==> config.mk <==
export PLATFORM = sky130hd
export DESIGN_NAME = uart_tx_fifo_controller
export DESIGN_NICKNAME = d
export VERILOG_FILES = /design/src/rtl/uart_tx_fifo_controller.sv
export SDC_FILE = /design/constraint.sdc
export NUM_CORES = 1
export LEC_CHECK = 0
export CAP_MARGIN = 20
export CORE_MARGIN = 3
export CORE_UTILIZATION = 35
export DETAILED_ROUTE_END_ITERATION = 7
export GPL_TIMING_DRIVEN = 0
export HOLD_SLACK_MARGIN = 0.03
export PLACE_DENSITY = 0.5
export RECOVER_POWER = 50
export SLEW_MARGIN = 25
export SYNTH_ARGS = -nofsm -noshare
export SYNTH_HDL_FRONTEND = slang
export SYNTH_SLANG_ARGS = --single-unit
export TNS_END_PERCENT = 10
==> constraint.sdc <==
create_clock -name Clk -period 2.9 [get_ports Clk]
set_input_delay 0.29 -clock Clk [delete_from_list [all_inputs] [get_ports Clk]]
set_output_delay 0.29 -clock Clk [all_outputs]
set_load 0.02 [all_outputs]
==> src/rtl/uart_tx_fifo_controller.sv <==
// UART transmitter (8N1, 16 baud_ticks per bit) fed by a circular byte FIFO; a load into an idle empty FIFO starts the frame on the next edge.
// No backpressure: a load while Full is dropped and latches Overrun; Enable gates only the start of new frames.
module uart_tx_fifo_controller #(
  parameter int FIFO_DEPTH = 4
) (
  input  logic       Clk,
  input  logic       Reset,
  input  logic       Enable,
  input  logic       Load_data,
  input  logic [7:0] TX_data,
  input  logic       baud_tick,
  output logic       Full,
  output logic       Empty,
  output logic       Busy,
  output logic       Overrun,
  output logic       UART_TX_O
);

  localparam int AW = $clog2(FIFO_DEPTH);
  localparam int CW = $clog2(FIFO_DEPTH + 1);

  typedef enum logic [1:0] {IDLE, START, DATA, STOP} state_t;

  state_t        state, state_nxt;
  logic [7:0]    mem [FIFO_DEPTH];
  logic [AW-1:0] wr_ptr, rd_ptr;
  logic [CW-1:0] count;
  logic [3:0]    tick_count, tick_nxt;
  logic [2:0]    bit_idx, bit_nxt;
  logic [7:0]    shreg, shreg_nxt;
  logic          tx, tx_nxt;
  logic          wr_en, pop, bit_end;

  assign Full      = (count == CW'(FIFO_DEPTH));
  assign Empty     = (count == '0);
  assign Busy      = (state != IDLE);
  assign UART_TX_O = tx;
  assign wr_en     = Load_data && !Full;
  assign bit_end   = baud_tick && (tick_count == 4'd15);

  // Storage is not reset: stale entries are unreachable once the pointers clear.
  always_ff @(posedge Clk) begin
    if (wr_en) mem[wr_ptr] <= TX_data;
  end

  always_ff @(posedge Clk or posedge Reset) begin
    if (Reset) begin
      wr_ptr  <= '0;
      rd_ptr  <= '0;
      count   <= '0;
      Overrun <= 1'b0;
    end else begin
      if (wr_en) wr_ptr <= wr_ptr + 1'b1;
      if (pop)   rd_ptr <= rd_ptr + 1'b1;
      case ({wr_en, pop})
        2'b10:   count <= count + 1'b1;
        2'b01:   count <= count - 1'b1;
        default: count <= count;
      endcase
      // A drop in the same cycle as Enable=0 must still leave Overrun set.
      if (Load_data && Full) Overrun <= 1'b1;
      else if (!Enable)      Overrun <= 1'b0;
    end
  end

  always_ff @(posedge Clk or posedge Reset) begin
    if (Reset) begin
      state      <= IDLE;
      tick_count <= '0;
      bit_idx    <= '0;
      shreg      <= '0;
      tx         <= 1'b1;
    end else begin
      state      <= state_nxt;
      tick_count <= tick_nxt;
      bit_idx    <= bit_nxt;
      shreg      <= shreg_nxt;
      tx         <= tx_nxt;
    end
  end

  always_comb begin
    state_nxt = state;
    tick_nxt  = tick_count;
    bit_nxt   = bit_idx;
    shreg_nxt = shreg;
    tx_nxt    = tx;
    pop       = 1'b0;
    if (state != IDLE && baud_tick) tick_nxt = tick_count + 4'd1;
    case (state)
      IDLE: begin
        tx_nxt = 1'b1;
        if (Enable && !Empty) begin
          pop       = 1'b1;
          shreg_nxt = mem[rd_ptr];
          tick_nxt  = '0;
          bit_nxt   = '0;
          tx_nxt    = 1'b0;
          state_nxt = START;
        end
      end
      START: begin
        if (bit_end) begin
          state_nxt = DATA;
          tx_nxt    = shreg[0];
        end
      end
      DATA: begin
        if (bit_end) begin
          if (bit_idx == 3'd7) begin
            state_nxt = STOP;
            tx_nxt    = 1'b1;
          end else begin
            shreg_nxt = {1'b0, shreg[7:1]};
            tx_nxt    = shreg[1];
            bit_nxt   = bit_idx + 3'd1;
          end
        end
      end
      STOP: begin
        if (bit_end) state_nxt = IDLE;
      end
      default: state_nxt = IDLE;
    endcase
  end

endmodule

Word level (Yosys, flattened, before mapping)
Memories as Yosys holds them, arrays and structs flattened.
Index checks and enable logic that the tools add are counted.
{"block": "word_totals", "regBits": 26, "mem_bits_rw": 32, "input_bits": 13, "out_inout_bits": 5, "word_cells": 76, "n_memories": 1}
{"block": "classes", "add_sub_neg": 6, "n_eq_ne": 15, "muxes": 29, "n_reduce_logical": 16}
{"memory": "mem", "words": 4, "width": 8, "read_ports": 1, "rd_clocked_by_memory_dff": 0, "write_ports": 1, "line": "25", "source": "logic [7:0] mem [FIFO_DEPTH];"}
{"cell": "8-bit two-way mux", "count": 3}
{"cell": "8-bit case mux with 2 select lines", "count": 1}
{"cell": "4-bit two-way mux", "count": 3}
{"cell": "2-bit != test (second input constant)", "count": 6}
{"cell": "3-bit case mux with 2 select lines", "count": 2}
{"cell": "1-bit two-way mux", "count": 10}
{"cell": "2-bit two-way mux", "count": 5}
{"cell": "3-bit two-way mux", "count": 3}
{"cell": "2-bit case mux with 4 select lines", "count": 1}
{"cell": "3-bit by 1-bit adder with 3-bit output (second input constant)", "count": 2}
{"cell": "2-bit equality test (second input constant)", "count": 3}
{"cell": "3-bit equality test (second input constant)", "count": 2}
{"cell": "2-bit nonzero test", "count": 3}
{"cell": "1-bit logical AND", "count": 5}
{"cell": "5-bit AND reduction", "count": 1}
{"cell": "2-bit by 1-bit adder with 2-bit output (second input constant)", "count": 2}
{"cell": "4-bit by 1-bit adder with 4-bit output (second input constant)", "count": 1}
{"cell": "2-bit by 1-bit equality test with 1-bit output (second input constant)", "count": 2}
{"cell": "4-bit equality test (second input constant)", "count": 1}
{"cell": "4-bit AND reduction", "count": 1}
{"cell": "3-bit logical NOT", "count": 1}
{"cell": "1-bit case mux with 3 select lines", "count": 1}
{"cell": "3-bit AND reduction", "count": 1}
{"cell": "3-bit nonzero test", "count": 1}
{"cell": "other kinds (4)", "count": 5}

Longest topological paths before layout
{"block": "logic_depth", "depth_word": 7, "ltp_mapped": 10, "depth_no_buf": 10}

Least setup slack after synthesis
No wires, ideal clock.
{"block": "synth_timing", "kind": "register to register", "startpoint": "register state[0]", "endpoint": "register count[2]", "setup_ns": 0.079, "t_arrival_ns": 2.173, "required_time_ns": 2.821, "setup_slack_ns": 0.648, "path_stages_with_launch": 11, "n_path_buf": 0, "period_less_slack_ns": 2.252, "cell_sequence": "dfrtp_1 -> inv_1 -> ha_1 -> inv_1 -> nor2_1 -> ha_1 -> inv_1 -> fa_1 -> xor2_1 -> nor2_1 -> xor2_1"}
{"block": "synth_between", "elab_chain_cells": 4, "elab_cells_between_ends": 6, "classes_between": "eq/ne (2); mux (2); reduce/logical (2)"}
{"element": "start: declaration", "line": "24", "source": "state_t state, state_nxt;"}
{"element": "start signal: assignment", "line": "74", "source": "state <= state_nxt;"}
{"element": "2-bit logical NOT (*)", "line": "90", "source": "case (state)"}
{"element": "1-bit two-way mux (*)", "line": "90"}
{"element": "via pop", "line": "32", "source": "logic wr_en, pop, bit_end;"}
{"element": "2-bit by 1-bit equality test with 1-bit output / 2-bit equality test (equally long branches)", "line": "55", "source": "case ({wr_en, pop})"}
{"element": "3-bit case mux with 2 select lines / 2-bit nonzero test (equally long branches)"}
{"element": "end signal: assignment", "line": "56", "source": "2'b10: count <= count + 1'b1;"}
{"element": "end signal: assignment", "line": "57", "source": "2'b01: count <= count - 1'b1;"}
{"element": "end signal: assignment", "line": "58", "source": "default: count <= count;"}
{"element": "end: declaration", "line": "27", "source": "logic [CW-1:0] count;"}
Mark *: on every way through the listed nets, which the timed path passes. The rest lies on a longest branch.
A chain may end at the register's enable or synchronous reset.

Worst setup path after layout
Same ends and word-level chain as after synthesis.

==> results.json <==
{
  "seq_area_frac_synth": 0.606,
  "fillers": 657,
  "dieArea_sq_um": 8690,
  "max_stage_delay_ns": 0.48,
  "initial_utilization": 0.363,
  "ir_worst_vdd_uv": 393,
  "crit_family": "adder cells",
  "synth_enable_flop_cells": 32,
  "slew_headroom": 0.305,
  "clock_skew_ns": 0.00838,
  "p_per_area_nw_per_um2": 1060,
  "p_total_w": 0.00337,
  "tns_ns": 0,
  "worstMarginPinSlew_ns": 1.04,
  "reg2reg_from": "state[0]",
  "hpwl_mm": 3.31,
  "crit_cells": 10,
  "status": "complete, no violations",
  "dieHeight_um": 93.2,
  "crit_chain": "inv_1 -> ha_1 -> inv_1 -> nor2_1 -> ha_1 -> inv_1 -> fa_1 -> xor2_1 -> nor2_1 -> xor2_1",
  "synthTopCellsByCount": "edfxtp_1 (32), dfrtp_1 (25), mux2_2 (17), ha_1 (13), inv_1 (12)",
  "post-route-min-period_ns": 2.59,
  "diodes": 0,
  "intPower_w": 0.00228,
  "antenna_found_initial": 0,
  "ys.flop_type": "edfxtp_1",
  "hold_violations": 0,
  "pre_cts_ws_ns": 0.215,
  "drive_gt1_frac": 0.221,
  "fin_area_sq_um": 3180,
  "first_pass_iters": 4,
  "yosysTopAreaCell": "edfxtp_1",
  "syn_to_final_growth_pct": 19.5,
  "cts_tree": "built",
  "insertion_delay_ns": 0.34,
  "busiest_layer": "met2",
  "reg2reg_depth": 10,
  "arrival_ns": 2.84,
  "cts_setup_buffers": 0,
  "pwr-share-seq": 0.384,
  "drv_slew": 0,
  "postPlaceCellArea_sq_um": 2960,
  "ant_nets": 0,
  "rows": 31,
  "path_max_fanout": 7,
  "leakage_nw": 1.25,
  "num_vias": 1456,
  "p_sw_w": 0.00109,
  "worst_r2r_endpoint": "count[2]",
  "nets": 230,
  "wl_mm": 4.77,
  "worst-r2r-setup-slack_ns": 0.31,
  "htree_levels": 3,
  "drtIter0Drc": 26,
  "clock_sinks": 58,
  "holdBufCountCts": 0,
  "synthTopCellsByArea": "edfxtp_1 (36%), dfrtp_1 (23%), mux2_2 (7.2%)",
  "worstHoldStart": "UART_TX_O",
  "die_x_um": 93.2,
  "cp.required_ns": 3.15,
  "hold_class": "reg2reg",
  "overflow": 0,
  "finalCoreUtilization": 0.434,
  "ys_ff_latch": 58,
  "fin_crit_sh": 0.892,
  "synth_warnings": 0,
  "use_met2": 0.209,
  "path_buf_inv": 3,
  "syn_inst": 175,
  "grt_first_pass_wirelength_mm": 8.19,
  "worst_hold_path.endpoint": "UART_TX_O",
  "setup_viol": 0,
  "via_per_inst": 4.74,
  "pwr-share-clk": 0.248,
  "synthArstFlopShare": 0.448,
  "clk_path_buf_depth": 2,
  "grtUsageTotal": 0.126,
  "grtUsageMet3": 0.0338,
  "synth_area_sq_um": 2660,
  "start_kind": "flop",
  "cpMaxStageDelayCell": "nor2_1",
  "gr-usage-met1": 0.150,
  "rsz0062_at_grt": "no",
  "grt_pass1_vias": 1644,
  "drc": 0,
  "numPortBuffers": 17,
  "path_class": "reg2reg",
  "cts-root-buf": "clkbuf_8",
  "drv_cap": 0,
  "endpoint_kind": "flop",
  "p_comb_frac": 0.368,
  "synth_top_area_frac": 0.361,
  "crit_top_cell": "inv_1",
  "ioPinCount": 18,
  "syn-num-nets": 202,
  "globalplace.congestion": 0.741,
  "whs_path_depth": 2,
  "avgRoutedWirePerCell_um": 15.5,
  "core-area_sq_um": 7330,
  "syn-mean-instance-area_sq_um": 15.2,
  "grt_max_degree": 27,
  "cts_buffers": 9,
  "max_freq_ghz": 0.387,
  "ys_types": 35,
  "setup_ws_ns": 0.314,
  "ctsResizeCount": 0,
  "clkTransAtPathRegs_ns": 0.07,
  "swShare": 0.324,
  "synth_most_common_cell": "edfxtp_1"
}
[worst max-delay path by stage]
stage,from,endpoint,slack (ns)
2_1_floorplan,state[0],count[2],0.65
3_3_place_gp,Enable,count[2],0.29
3_5_place_dp,Enable,count[2],0.22
4_1_cts,state[0],count[2],0.26
5_1_grt,state[0],count[2],0.1
6_report,state[0],count[2],0.31
[cell families after synthesis]
kind of cell,synth area share
simple gates,0.0639
buf+inv,0.0338
compound gates,0.0385
flops,0.606
mux,0.160
xor+xnor,0.0296
fa+ha+maj,0.0686
[power groups by stage]
stage	Combinational (W)	Clock [W]	Sequential [W]
after floorplan	0.000946	0	0.00129
after global placement	0.00121	0	0.00129
after detailed placement	0.00126	0	0.00131
after CTS	0.00127	0.000860	0.00130
after global routing	0.00138	0.000900	0.00133
final	0.00124	0.000835	0.00130
[worst reg2reg max path: cells and delay by family (launching register included)]
family                   cells  cell delay [ns]
buffers and inverters        3             0.28
XOR/XNOR                     2             0.31
AND/OR/NAND/NOR              2             0.59
adder cells (fa/ha/maj)      3             0.91
flip-flops                   1             0.41
[cell usage in the layout (no fill, tap or decap), types with 2 or more instances in the layout]
master / Yosys / routed
edfxtp_1: 32 / 32
dfrtp_1: 25 / 25
mux2_2: 17 / 17
ha_1: 13 / 13
inv_1: 12 / 12
nor2_1: 10 / 10
clkbuf_8: 0 / 9
dlygate4sd3_1: 0 / 9
clkdlybuf4s50_1: 0 / 8
nand2_1: 7 / 7
mux4_2: 7 / 7
mux2i_1: 5 / 5
xor2_1: 5 / 5
and2_1: 5 / 5
xnor2_1: 4 / 4
o21ai_0: 4 / 4
buf_6: 3 / 3
nor2b_1: 3 / 3
clkinv_4: 0 / 3
nand4_1: 2 / 2
o21bai_1: 2 / 2
nor3_1: 2 / 2
bufinv_16: 0 / 2
[through the flow]
stage	cells	hold WS (ns)
floorplan	175	0.329
CTS	307	0.497
detailed placement	291	0.490
global route	307	0.515
finish	307	0.493
global placement	291	0.485
[area by class of cell]
class                           instances  area, sq um  area share
Buffer                                  5         45.0      0.0142
Sequential cell                        58         1610       0.507
Multi-Input combinational cell        100          960       0.301
Tap cell                               99          124      0.0389
Clock buffer                            9          124      0.0389
Inverter                               12         45.0      0.0142
Clock inverter                          7          103      0.0322
Timing Repair Buffer                   17          170      0.0535
[metal layers]
layer	part of all wire	wire length, um	vias up
li1	-	-	687
met4	0.015	70	0
met3	0.030	142	7
met5	0	0	-
met2	0.51	2420	26
met1	0.45	2130	736
[sequential cells by signal, summed over array words and instances (netlist names)]
register and flops:
mem 32, count 3, bit_idx 3, shreg 8, UART_TX_O 1, rd_ptr 2, tick_count 4, wr_ptr 2
Overrun 1, state 2
Note: power is estimated with default switching activity, not from simulation.
